<file path="src/rtl/mips_ctrl_pkg.sv">
// Shared encodings for the multi-cycle MIPS control path: opcodes, ALUOp,
// datapath mux selects, FSM state encodings and the packed control word.
package mips_ctrl_pkg;

    localparam int STATE_BITS = 4;
    localparam int ALUOP_BITS = 3;

    localparam logic [5:0] OP_RTYPE = 6'b000000;
    localparam logic [5:0] OP_J     = 6'b000010;
    localparam logic [5:0] OP_BEQ   = 6'b000100;
    localparam logic [5:0] OP_ADDI  = 6'b001000;
    localparam logic [5:0] OP_ANDI  = 6'b001100;
    localparam logic [5:0] OP_ORI   = 6'b001101;
    localparam logic [5:0] OP_LW    = 6'b100011;
    localparam logic [5:0] OP_SW    = 6'b101011;

    // ALUOp encodings are also decoded by the ALU control unit.
    localparam logic [ALUOP_BITS-1:0] ALUOP_ADD   = 3'b000;
    localparam logic [ALUOP_BITS-1:0] ALUOP_SUB   = 3'b001;
    localparam logic [ALUOP_BITS-1:0] ALUOP_RTYPE = 3'b010;
    localparam logic [ALUOP_BITS-1:0] ALUOP_AND   = 3'b100;
    localparam logic [ALUOP_BITS-1:0] ALUOP_OR    = 3'b101;

    localparam logic [1:0] SRCB_RT     = 2'b00;
    localparam logic [1:0] SRCB_FOUR   = 2'b01;
    localparam logic [1:0] SRCB_IMM    = 2'b10;
    localparam logic [1:0] SRCB_IMM_SH = 2'b11;

    localparam logic [1:0] PCSRC_ALU    = 2'b00;
    localparam logic [1:0] PCSRC_ALUOUT = 2'b01;
    localparam logic [1:0] PCSRC_JUMP   = 2'b10;
    localparam logic [1:0] PCSRC_RS     = 2'b11;

    typedef enum logic [STATE_BITS-1:0] {
        S_FETCH    = 4'd0,
        S_DECODE   = 4'd1,
        S_MEM_ADDR = 4'd2,
        S_MEM_RD   = 4'd3,
        S_MEM_WB   = 4'd4,
        S_MEM_WR   = 4'd5,
        S_R_EXEC   = 4'd6,
        S_R_WB     = 4'd7,
        S_BRANCH   = 4'd8,
        S_JUMP     = 4'd9,
        S_I_EXEC   = 4'd10,
        S_I_WB     = 4'd11
    } state_t;

    typedef struct packed {
        logic                  pc_write;
        logic                  pc_write_cond;
        logic                  i_or_d;
        logic                  mem_read;
        logic                  mem_write;
        logic                  ir_write;
        logic                  mem_to_reg;
        logic                  reg_dst;
        logic                  reg_write;
        logic                  alu_src_a;
        logic [1:0]            alu_src_b;
        logic [1:0]            pc_source;
        logic [ALUOP_BITS-1:0] alu_op;
        logic                  illegal_op;
    } ctrl_t;

    function automatic logic is_legal_op(input logic [5:0] op);
        case (op)
            OP_RTYPE, OP_J, OP_BEQ, OP_ADDI, OP_ANDI, OP_ORI, OP_LW, OP_SW:
                is_legal_op = 1'b1;
            default:
                is_legal_op = 1'b0;
        endcase
    endfunction

endpackage

</file>
<file path="src/rtl/multicycle_out_decode.sv">
// Purely combinational decode of FSM state (plus opcode/mem_ready/jr) into
// the datapath control word; everything is forced low while reset is high.
module multicycle_out_decode
    import mips_ctrl_pkg::*;
(
    input  logic                  reset,
    input  logic [STATE_BITS-1:0] state,
    input  logic [5:0]            opcode,
    input  logic                  mem_ready,
    input  logic                  jr,
    output ctrl_t                 ctrl
);

    always_comb begin
        ctrl = '0;
        if (!reset) begin
            case (state)
                S_FETCH: begin
                    ctrl.mem_read  = 1'b1;
                    ctrl.alu_src_b = SRCB_FOUR;
                    ctrl.alu_op    = ALUOP_ADD;
                    ctrl.pc_source = PCSRC_ALU;
                    ctrl.ir_write  = mem_ready;
                    ctrl.pc_write  = mem_ready;
                end
                S_DECODE: begin
                    ctrl.alu_src_b  = SRCB_IMM_SH;
                    ctrl.alu_op     = ALUOP_ADD;
                    ctrl.illegal_op = !is_legal_op(opcode);
                end
                S_MEM_ADDR: begin
                    ctrl.alu_src_a = 1'b1;
                    ctrl.alu_src_b = SRCB_IMM;
                    ctrl.alu_op    = ALUOP_ADD;
                end
                S_MEM_RD: begin
                    ctrl.mem_read = 1'b1;
                    ctrl.i_or_d   = 1'b1;
                end
                S_MEM_WB: begin
                    ctrl.reg_write  = 1'b1;
                    ctrl.mem_to_reg = 1'b1;
                end
                S_MEM_WR: begin
                    ctrl.mem_write = 1'b1;
                    ctrl.i_or_d    = 1'b1;
                end
                // jr is resolved here: the PC is loaded from rs and writeback is skipped.
                S_R_EXEC: begin
                    ctrl.alu_src_a = 1'b1;
                    ctrl.alu_src_b = SRCB_RT;
                    ctrl.alu_op    = ALUOP_RTYPE;
                    if (jr) begin
                        ctrl.pc_write  = 1'b1;
                        ctrl.pc_source = PCSRC_RS;
                    end
                end
                S_R_WB: begin
                    ctrl.reg_write = 1'b1;
                    ctrl.reg_dst   = 1'b1;
                end
                S_BRANCH: begin
                    ctrl.alu_src_a     = 1'b1;
                    ctrl.alu_src_b     = SRCB_RT;
                    ctrl.alu_op        = ALUOP_SUB;
                    ctrl.pc_write_cond = 1'b1;
                    ctrl.pc_source     = PCSRC_ALUOUT;
                end
                S_JUMP: begin
                    ctrl.pc_write  = 1'b1;
                    ctrl.pc_source = PCSRC_JUMP;
                end
                S_I_EXEC: begin
                    ctrl.alu_src_a = 1'b1;
                    ctrl.alu_src_b = SRCB_IMM;
                    case (opcode)
                        OP_ANDI: ctrl.alu_op = ALUOP_AND;
                        OP_ORI:  ctrl.alu_op = ALUOP_OR;
                        default: ctrl.alu_op = ALUOP_ADD;
                    endcase
                end
                S_I_WB: begin
                    ctrl.reg_write = 1'b1;
                end
                default: ctrl = '0;
            endcase
        end
    end

endmodule

</file>
<file path="src/rtl/multicycle_control.sv">
// Main control FSM of the multi-cycle MIPS datapath: holds the state register
// and next-state logic; control outputs come from multicycle_out_decode.
module multicycle_control
    import mips_ctrl_pkg::*;
#(
    parameter int STATE_W = 4,
    parameter int ALUOP_W = 3
) (
    input  logic               clk,
    input  logic               reset,
    input  logic [5:0]         opcode,
    input  logic               jr,
    input  logic               mem_ready,
    output logic               PCWrite,
    output logic               PCWriteCond,
    output logic               IorD,
    output logic               MemRead,
    output logic               MemWrite,
    output logic               IRWrite,
    output logic               MemtoReg,
    output logic               RegDst,
    output logic               RegWrite,
    output logic               ALUSrcA,
    output logic [1:0]         ALUSrcB,
    output logic [1:0]         PCSource,
    output logic [ALUOP_W-1:0] ALUOp,
    output logic [STATE_W-1:0] state,
    output logic               illegal_op
);

    state_t state_q;
    state_t state_next;
    ctrl_t  ctrl;

    always_ff @(posedge clk or posedge reset) begin
        if (reset) begin
            state_q <= S_FETCH;
        end else begin
            state_q <= state_next;
        end
    end

    // Unreachable encodings fall through to the default and recover to FETCH.
    always_comb begin
        state_next = S_FETCH;
        case (state_q)
            S_FETCH:    state_next = mem_ready ? S_DECODE : S_FETCH;
            S_DECODE: begin
                case (opcode)
                    OP_RTYPE:              state_next = S_R_EXEC;
                    OP_LW, OP_SW:          state_next = S_MEM_ADDR;
                    OP_BEQ:                state_next = S_BRANCH;
                    OP_J:                  state_next = S_JUMP;
                    OP_ADDI, OP_ANDI,
                    OP_ORI:                state_next = S_I_EXEC;
                    default:               state_next = S_FETCH;
                endcase
            end
            S_MEM_ADDR: state_next = (opcode == OP_LW) ? S_MEM_RD : S_MEM_WR;
            S_MEM_RD:   state_next = mem_ready ? S_MEM_WB : S_MEM_RD;
            S_MEM_WB:   state_next = S_FETCH;
            S_MEM_WR:   state_next = mem_ready ? S_FETCH : S_MEM_WR;
            S_R_EXEC:   state_next = jr ? S_FETCH : S_R_WB;
            S_R_WB:     state_next = S_FETCH;
            S_BRANCH:   state_next = S_FETCH;
            S_JUMP:     state_next = S_FETCH;
            S_I_EXEC:   state_next = S_I_WB;
            S_I_WB:     state_next = S_FETCH;
            default:    state_next = S_FETCH;
        endcase
    end

    multicycle_out_decode u_out_decode (
        .reset     (reset),
        .state     (state_q),
        .opcode    (opcode),
        .mem_ready (mem_ready),
        .jr        (jr),
        .ctrl      (ctrl)
    );

    assign PCWrite     = ctrl.pc_write;
    assign PCWriteCond = ctrl.pc_write_cond;
    assign IorD        = ctrl.i_or_d;
    assign MemRead     = ctrl.mem_read;
    assign MemWrite    = ctrl.mem_write;
    assign IRWrite     = ctrl.ir_write;
    assign MemtoReg    = ctrl.mem_to_reg;
    assign RegDst      = ctrl.reg_dst;
    assign RegWrite    = ctrl.reg_write;
    assign ALUSrcA     = ctrl.alu_src_a;
    assign ALUSrcB     = ctrl.alu_src_b;
    assign PCSource    = ctrl.pc_source;
    assign ALUOp       = ctrl.alu_op;
    assign illegal_op  = ctrl.illegal_op;
    assign state       = state_q;

endmodule

</file>
<file path="config.mk">
export PLATFORM = sky130hd
export DESIGN_NAME = multicycle_control
export DESIGN_NICKNAME = d
export VERILOG_FILES = /design/src/rtl/mips_ctrl_pkg.sv /design/src/rtl/multicycle_out_decode.sv /design/src/rtl/multicycle_control.sv
export SDC_FILE = /design/constraint.sdc
export NUM_CORES = 1
export LEC_CHECK = 0
export BUFFER_PORTS_ARGS = -buffer_cell sky130_fd_sc_hd__clkbuf_2
export CAP_MARGIN = 20
export CORE_ASPECT_RATIO = 1.5
export CORE_MARGIN = 1
export CORE_UTILIZATION = 27
export CTS_CLUSTER_DIAMETER = 50
export DETAILED_ROUTE_END_ITERATION = 16
export GPL_TIMING_DRIVEN = 0
export SLEW_MARGIN = 20
export SYNTH_ARGS = -nofsm -noshare
export SYNTH_HDL_FRONTEND = slang
export SYNTH_HIERARCHICAL = 1
export SYNTH_SLANG_ARGS = --single-unit
</file>
<file path="constraint.sdc">
create_clock -name clk -period 2 [get_ports clk]
set_input_delay 0.2 -clock clk [delete_from_list [all_inputs] [get_ports clk]]
set_output_delay 0.2 -clock clk [all_outputs]
set_load 0.05 [all_outputs]
</file>
==> results of run 1 <==
[worst paths after layout]
check                           end  cells after the start
setup / recovery            PCWrite                      4
hold / removal             state[0]                      3
setup reg to reg           state[2]                      5
hold reg to reg            state[0]                      2
max in group asynchronous  state[3]                      3
min in group asynchronous  state[1]                      3
[cells in the mapped netlist (all sizes together)]
library cell / count / area, um^2
or4: 2 / 18.8
nor4b: 3 / 26.3
and3: 2 / 12.5
o22a: 1 / 8.76
xnor2: 1 / 8.76
or2: 1 / 6.26
dfrtp: 4 / 100
maj3: 1 / 10.0
nand2b: 4 / 25.0
inv: 6 / 22.5
o22ai: 2 / 12.5
nor2b: 3 / 18.8
xor2: 1 / 8.76
or3b: 1 / 8.76
o21bai: 1 / 7.51
a211o: 1 / 8.76
mux2i: 1 / 10.0
o21a: 1 / 7.51
a22oi: 1 / 7.51
nand4b: 1 / 8.76
or3: 1 / 6.26
nand3: 2 / 10.0
nor3b: 6 / 45.0
and2: 1 / 6.26
a221o: 1 / 10.0
nor4: 4 / 25.0
o211a: 1 / 10.0
o221ai: 1 / 8.76
a221oi: 1 / 15.0
a2111oi: 1 / 8.76
nand2: 9 / 33.8
a21oi: 7 / 35.0
nor3: 6 / 30.0
a211oi: 1 / 7.51
clkbuf: 2 / 7.51
a31oi: 1 / 6.26
o32ai: 1 / 8.76
and4: 2 / 17.5
o21ai: 1 / 5.00
buf: 3 / 13.8
nand4: 1 / 6.26
nor2: 9 / 33.8
[final cells by class]
type	instances	area [um^2]	area share [%]
flip-flops and latches	4	105	9.48
repair buffers	37	224	20.2
plain buffers	5	27.5	2.48
multi-input cells	85	677	61.1
inverters	6	22.5	2.03
clock buffers	3	22.5	2.03
well taps	24	30.0	2.71
[placed cells by master, fill, tap and decap left out, types with 4 or more instances in the layout]
| master | instances |
|---|---|
| clkbuf_4 | 4 |
| nor3b_1 | 4 |
| buf_4 | 7 |
| inv_1 | 6 |
| nand2_1 | 9 |
| a21oi_1 | 6 |
| clkbuf_2 | 28 |
| nand2b_1 | 4 |
| dfrtp_2 | 4 |
| nor2_1 | 8 |
[power groups by stage]
stage / logic, mW / registers [mW] / clock network [mW]
after global routing: 0.413 / 0.108 / 0.116
final: 0.382 / 0.106 / 0.102
after floorplan: 0.232 / 0.138 / 0
after CTS: 0.380 / 0.106 / 0.104
after detailed placement: 0.327 / 0.120 / 0
after global placement: 0.323 / 0.120 / 0
[kinds of logic after synthesis]
| family | share of synthesized area, % |
|---|---|
| AOI/OAI and AO/OA | 24.4 |
| buffers and inverters | 6.36 |
| and+or+nand+nor | 49.3 |
| xor gates and xnor gates | 2.55 |
| muxes | 1.45 |
| DFF | 14.5 |
| adders and majority gates | 1.45 |
[critical path: cells and delay by family (launching register included)]
family	cells	cell delay, ps
AO/OA/AOI/OAI	2	600
AND/OR/NAND/NOR	1	370
buffers and inverters	1	180
flip-flops	1	450
[routing by layer]
metal  global-route usage (%)  vias up  wire length [um]
met5                        0        -                 0
met4                     6.82        0                 0
met3                    0.847        0                92
met2                     32.1       33              1210
met1                     22.1      426               930
li1                         -      463                 -
[metrics by stage]
step	hold slack, ps	util [%]	setup TNS (ps)	setup slack (ps)
after global placement	135	41.1	0	54.6
final	364	45.8	-26.5	-26.5
after global routing	382	45.8	-196	-84.3
after CTS	362	45.6	-64.2	-64.2
after detailed placement	144	41.1	0	40.3
after floorplan	-33.9	-	-166	-141
[timing repair]
item	CTS	global route
endpoints found under the setup margin	6	6
hold endpoints to repair	4	0
pin swaps	0	0
resized for setup	10	3
hold buffers	1	0
buffers inserted	5	0
==> results_dict.tcl, run 1 <==
set metrics [dict create \
    fin_crit_sh_pct 101 \
    htreeDepth 1 \
    fp.coreArea_um2 2420 \
    placed_area_um2 996 \
    fp.dieW_um 43.2 \
    num_vias 922 \
    syn_inst 100 \
    cts_buffers 3 \
    largest_reg_flops 4 \
    pwr-share-clk_pct 17.3 \
    place_congestion 0.835 \
    cp-end-kind "output pin" \
    required_ps 1800 \
    drv_cap 0 \
    start_util_pct 28.4 \
    r2r_slack_ps 240 \
    drive_gt1_share_pct 45.7 \
    cts-root-buf "clkbuf_4" \
    antenna_cells 0 \
    drt_pre_antenna_iters 4 \
    hold_viol_final 0 \
    ios 32 \
    cp_slowest_cell "dfrtp_2" \
    fill_cells 250 \
    p_comb_share_pct 64.7 \
    finalNetCount 152 \
    gr-total-overflow 0 \
    r2r-start "state[3]" \
    cp.arrival_ps 1830 \
    hp-start "opcode[1]" \
    dp_hpwl_um 1620 \
    ys_types 44 \
    final_cells 164 \
    syn_nets 110 \
    power.total_mw 0.591 \
    final_antenna_net_count 0 \
    synth_warnings 6 \
    track_usage_pct 18.0 \
    worstMarginPinSlew_ps 910 \
    drt-initial-drc-count 29 \
    fin_crit_ps 2030 \
    antenna_found_initial 0 \
    area_delta_synth_final_pct 61.1 \
    p_switching_mw 0.299 \
    drc_errors 0 \
    netlist_area_um2 688 \
    portBuffers 31 \
    drt_wl_total_um 2240 \
    setup_viol 1 \
    rows 22 \
    clkSinkCount 4 \
    wire_per_inst_um 13.6 \
    grt_pass1_wl_um 3980 \
    cts_tree "built" \
    placed_cells 155 \
    power_density_nw_per_um2 533 \
    power.leakage_nw 0.465 \
    clk_pin_slew_ps 30 \
    fin_skew_ps 8.16 \
    synth-seq-cells 4 \
    worst-path-max-fanout 8 \
    grt_pass1_vias 929 \
    synth_seq_area_share_pct 14.5 \
    intPower_mw 0.293 \
    rsz0062_at_grt "true" \
    die_y_um 63.8 \
    final_area_um2 1110 \
    switching_share_pct 50.5 \
    min_path_type "primary input to flip-flop" \
    crit_start "state[0]" \
    viasPerCell 5.62 \
    peakVddDrop_mv 0.152 \
    path_class "flip-flop to output pin" \
    grt_start_max_net_pins 14 \
    violations "setup timing" \
    max_stage_delay_ps 450 \
    die-area_um2 2760 \
    ctsLongestPathBuffers 2 \
    status "complete, but fails checks" \
    seqPwrFrac_pct 18.0 \
    slew_viol_final 0 \
    clock.fmax_mhz 493 \
    critPathLaunchType "flip-flop" \
    setup_slack_ps -26.5 \
    clock_latency_ps 240 \
    slew_headroom_pct 39.3 \
    avgSynthCellArea_um2 6.88 \
    cp_cell_sequence "or3b_1 -> a211o_1 -> a221oi_4 -> buf_8" \
]
No activity file was read; power rests on OpenSTA's default activity.
==> run 2: changes to the inputs <==
- BUFFER_PORTS_ARGS: -buffer_cell sky130_fd_sc_hd__clkbuf_2 -> -buffer_cell sky130_fd_sc_hd__buf_4
==> run 2 against run 1 <==
Against the previous run:
- the run still ends with setup timing left
- sequential power about the same
- first-iteration DRC count fell by 62%
- utilization up 5.4 points
- setup slack got worse by 3.0 ps
- hold slack lost 27 ps
- wire length increased by 12%
- combinational power up 17%
- register-to-register slack is essentially flat
- clock power is essentially flat
- fmax is 0.15% lower
- count of clock-buffer cells in the layout did not move
- critical endpoint unchanged
- largest power group unchanged
==> results_dict.tcl, run 2 (synthesized netlist as in run 1, its figures left out) <==
set metrics [dict create \
    peakVddDrop_mv 0.196 \
    setup_viol 1 \
    crit_start "state[0]" \
    setup_slack_ps -29.5 \
    worst-path-max-fanout 6 \
    portBuffers 31 \
    seqPwrFrac_pct 15.8 \
    drv_cap 0 \
    wire_per_inst_um 14.5 \
    p_comb_share_pct 68.7 \
    status "complete, but fails checks" \
    final_area_um2 1240 \
    grt_start_max_net_pins 14 \
    grt_pass1_vias 939 \
    num_vias 970 \
    start_util_pct 28.4 \
    power.leakage_nw 0.529 \
    die_y_um 63.8 \
    clock_latency_ps 240 \
    slew_viol_final 0 \
    fp.coreArea_um2 2420 \
    intPower_mw 0.340 \
    violations "setup timing" \
    clkSinkCount 4 \
    worstMarginPinSlew_ps 938 \
    gr-total-overflow 0 \
    switching_share_pct 47.9 \
    cp-end-kind "output pin" \
    rsz0062_at_grt "true" \
    track_usage_pct 19.3 \
    area_delta_synth_final_pct 80.2 \
    final_antenna_net_count 0 \
    largest_reg_flops 4 \
    critPathLaunchType "flip-flop" \
    cts-root-buf "clkbuf_4" \
    ios 32 \
    mostFrequentLayoutCell "buf_4" \
    drt-initial-drc-count 11 \
    place_congestion 0.829 \
    fin_crit_sh_pct 101 \
    min_path_type "primary input to flip-flop" \
    clock.fmax_mhz 493 \
    cts_tree "built" \
    slew_headroom_pct 37.4 \
    drt_wl_total_um 2500 \
    fin_crit_ps 2030 \
    cp_slowest_cell "dfrtp_2" \
    pwr-share-clk_pct 15.5 \
    max_stage_delay_ps 430 \
    ctsLongestPathBuffers 2 \
    grt_pass1_wl_um 4240 \
    fin_skew_ps 10.2 \
    placed_area_um2 1070 \
    fin_hold_ws_ps 337 \
    power.total_mw 0.652 \
    cp_cell_sequence "or3b_1 -> a211o_1 -> a221oi_4 -> buf_6" \
    hp-start "opcode[5]" \
    cp.arrival_ps 1830 \
    die-area_um2 2760 \
    htreeDepth 1 \
    drc_errors 0 \
    hold_viol_final 0 \
    power_density_nw_per_um2 525 \
    setup-tns-final_ps -29.5 \
    p_switching_mw 0.312 \
    path_class "flip-flop to output pin" \
    dp_hpwl_um 1670 \
    antenna_found_initial 0 \
    viasPerCell 5.64 \
    cts_buffers 3 \
    antenna_cells 0 \
    drive_gt1_share_pct 50.0 \
    fp.dieW_um 43.2 \
    layout_common_cells "buf_4 (44), nand2_1 (9), nor2_1 (8), a21oi_1 (6), inv_1 (6)" \
    r2r-start "state[3]" \
    required_ps 1800 \
    clk_pin_slew_ps 30 \
    finalNetCount 160 \
    rows 22 \
    dp_slack_ps 103 \
    drt_pre_antenna_iters 4 \
]
## run 2: final timing paths
kind | end | slack [ps] | depth (start not counted)
max | PCWrite | -30 | 4
min in group asynchronous | state[2] | 460 | 3
min | state[3] | 340 | 3
max reg2reg | state[2] | 240 | 5
max in group asynchronous | state[0] | 1370 | 3
min reg2reg | state[0] | 750 | 2
## run 2: cell type report
class                      count  area [um^2]
clock buffer                   3         22.5
sequential                     4          105
timing repair buffer          45          348
buffer                         5         28.8
inverter                       6         22.5
tap                           24         30.0
multi-input combinational     85          683
fill                         244         1180
## run 2: worst max-delay path: cells and delay by family, from the launching register on
family | cells | cell delay [ps]
buf+inv | 1 | 200
flops | 1 | 430
compound gates | 2 | 590
simple gates | 1 | 390
## run 2: per-stage QoR
| step | util (%) | std cells |
|---|---|---|
| finish | 51.2 | 172 |
| global route | 51.2 | 172 |
| CTS | 49.2 | 167 |
| detailed placement | 44.3 | 155 |
| global placement | 44.3 | 155 |
| floorplan | - | 100 |
## run 2: routing by layer
layer / GRT usage (%) / vias to the layer above / routed length [um]
met5: 0 / - / 0
met4: 7.58 / 0 / 0
met3: 2.26 / 0 / 93
met2: 33.4 / 26 / 1370
met1: 23.4 / 463 / 1030
li1: - / 481 / -
## run 2: timing repair
item,4_1_cts,5_1_grt
hold buffers,1,0
gates resized for setup,7,4
buffers inserted,8,5
endpoints found under the setup margin,3,7
hold endpoints to repair,4,0
## run 2: power by group through the flow
stage | sequential (mW) | combinational, mW | clock (mW)
after floorplan | 0.138 | 0.232 | 0
after global placement | 0.121 | 0.346 | 0
after detailed placement | 0.122 | 0.349 | 0
after CTS | 0.107 | 0.422 | 0.103
after global routing | 0.104 | 0.481 | 0.113
final | 0.103 | 0.447 | 0.101
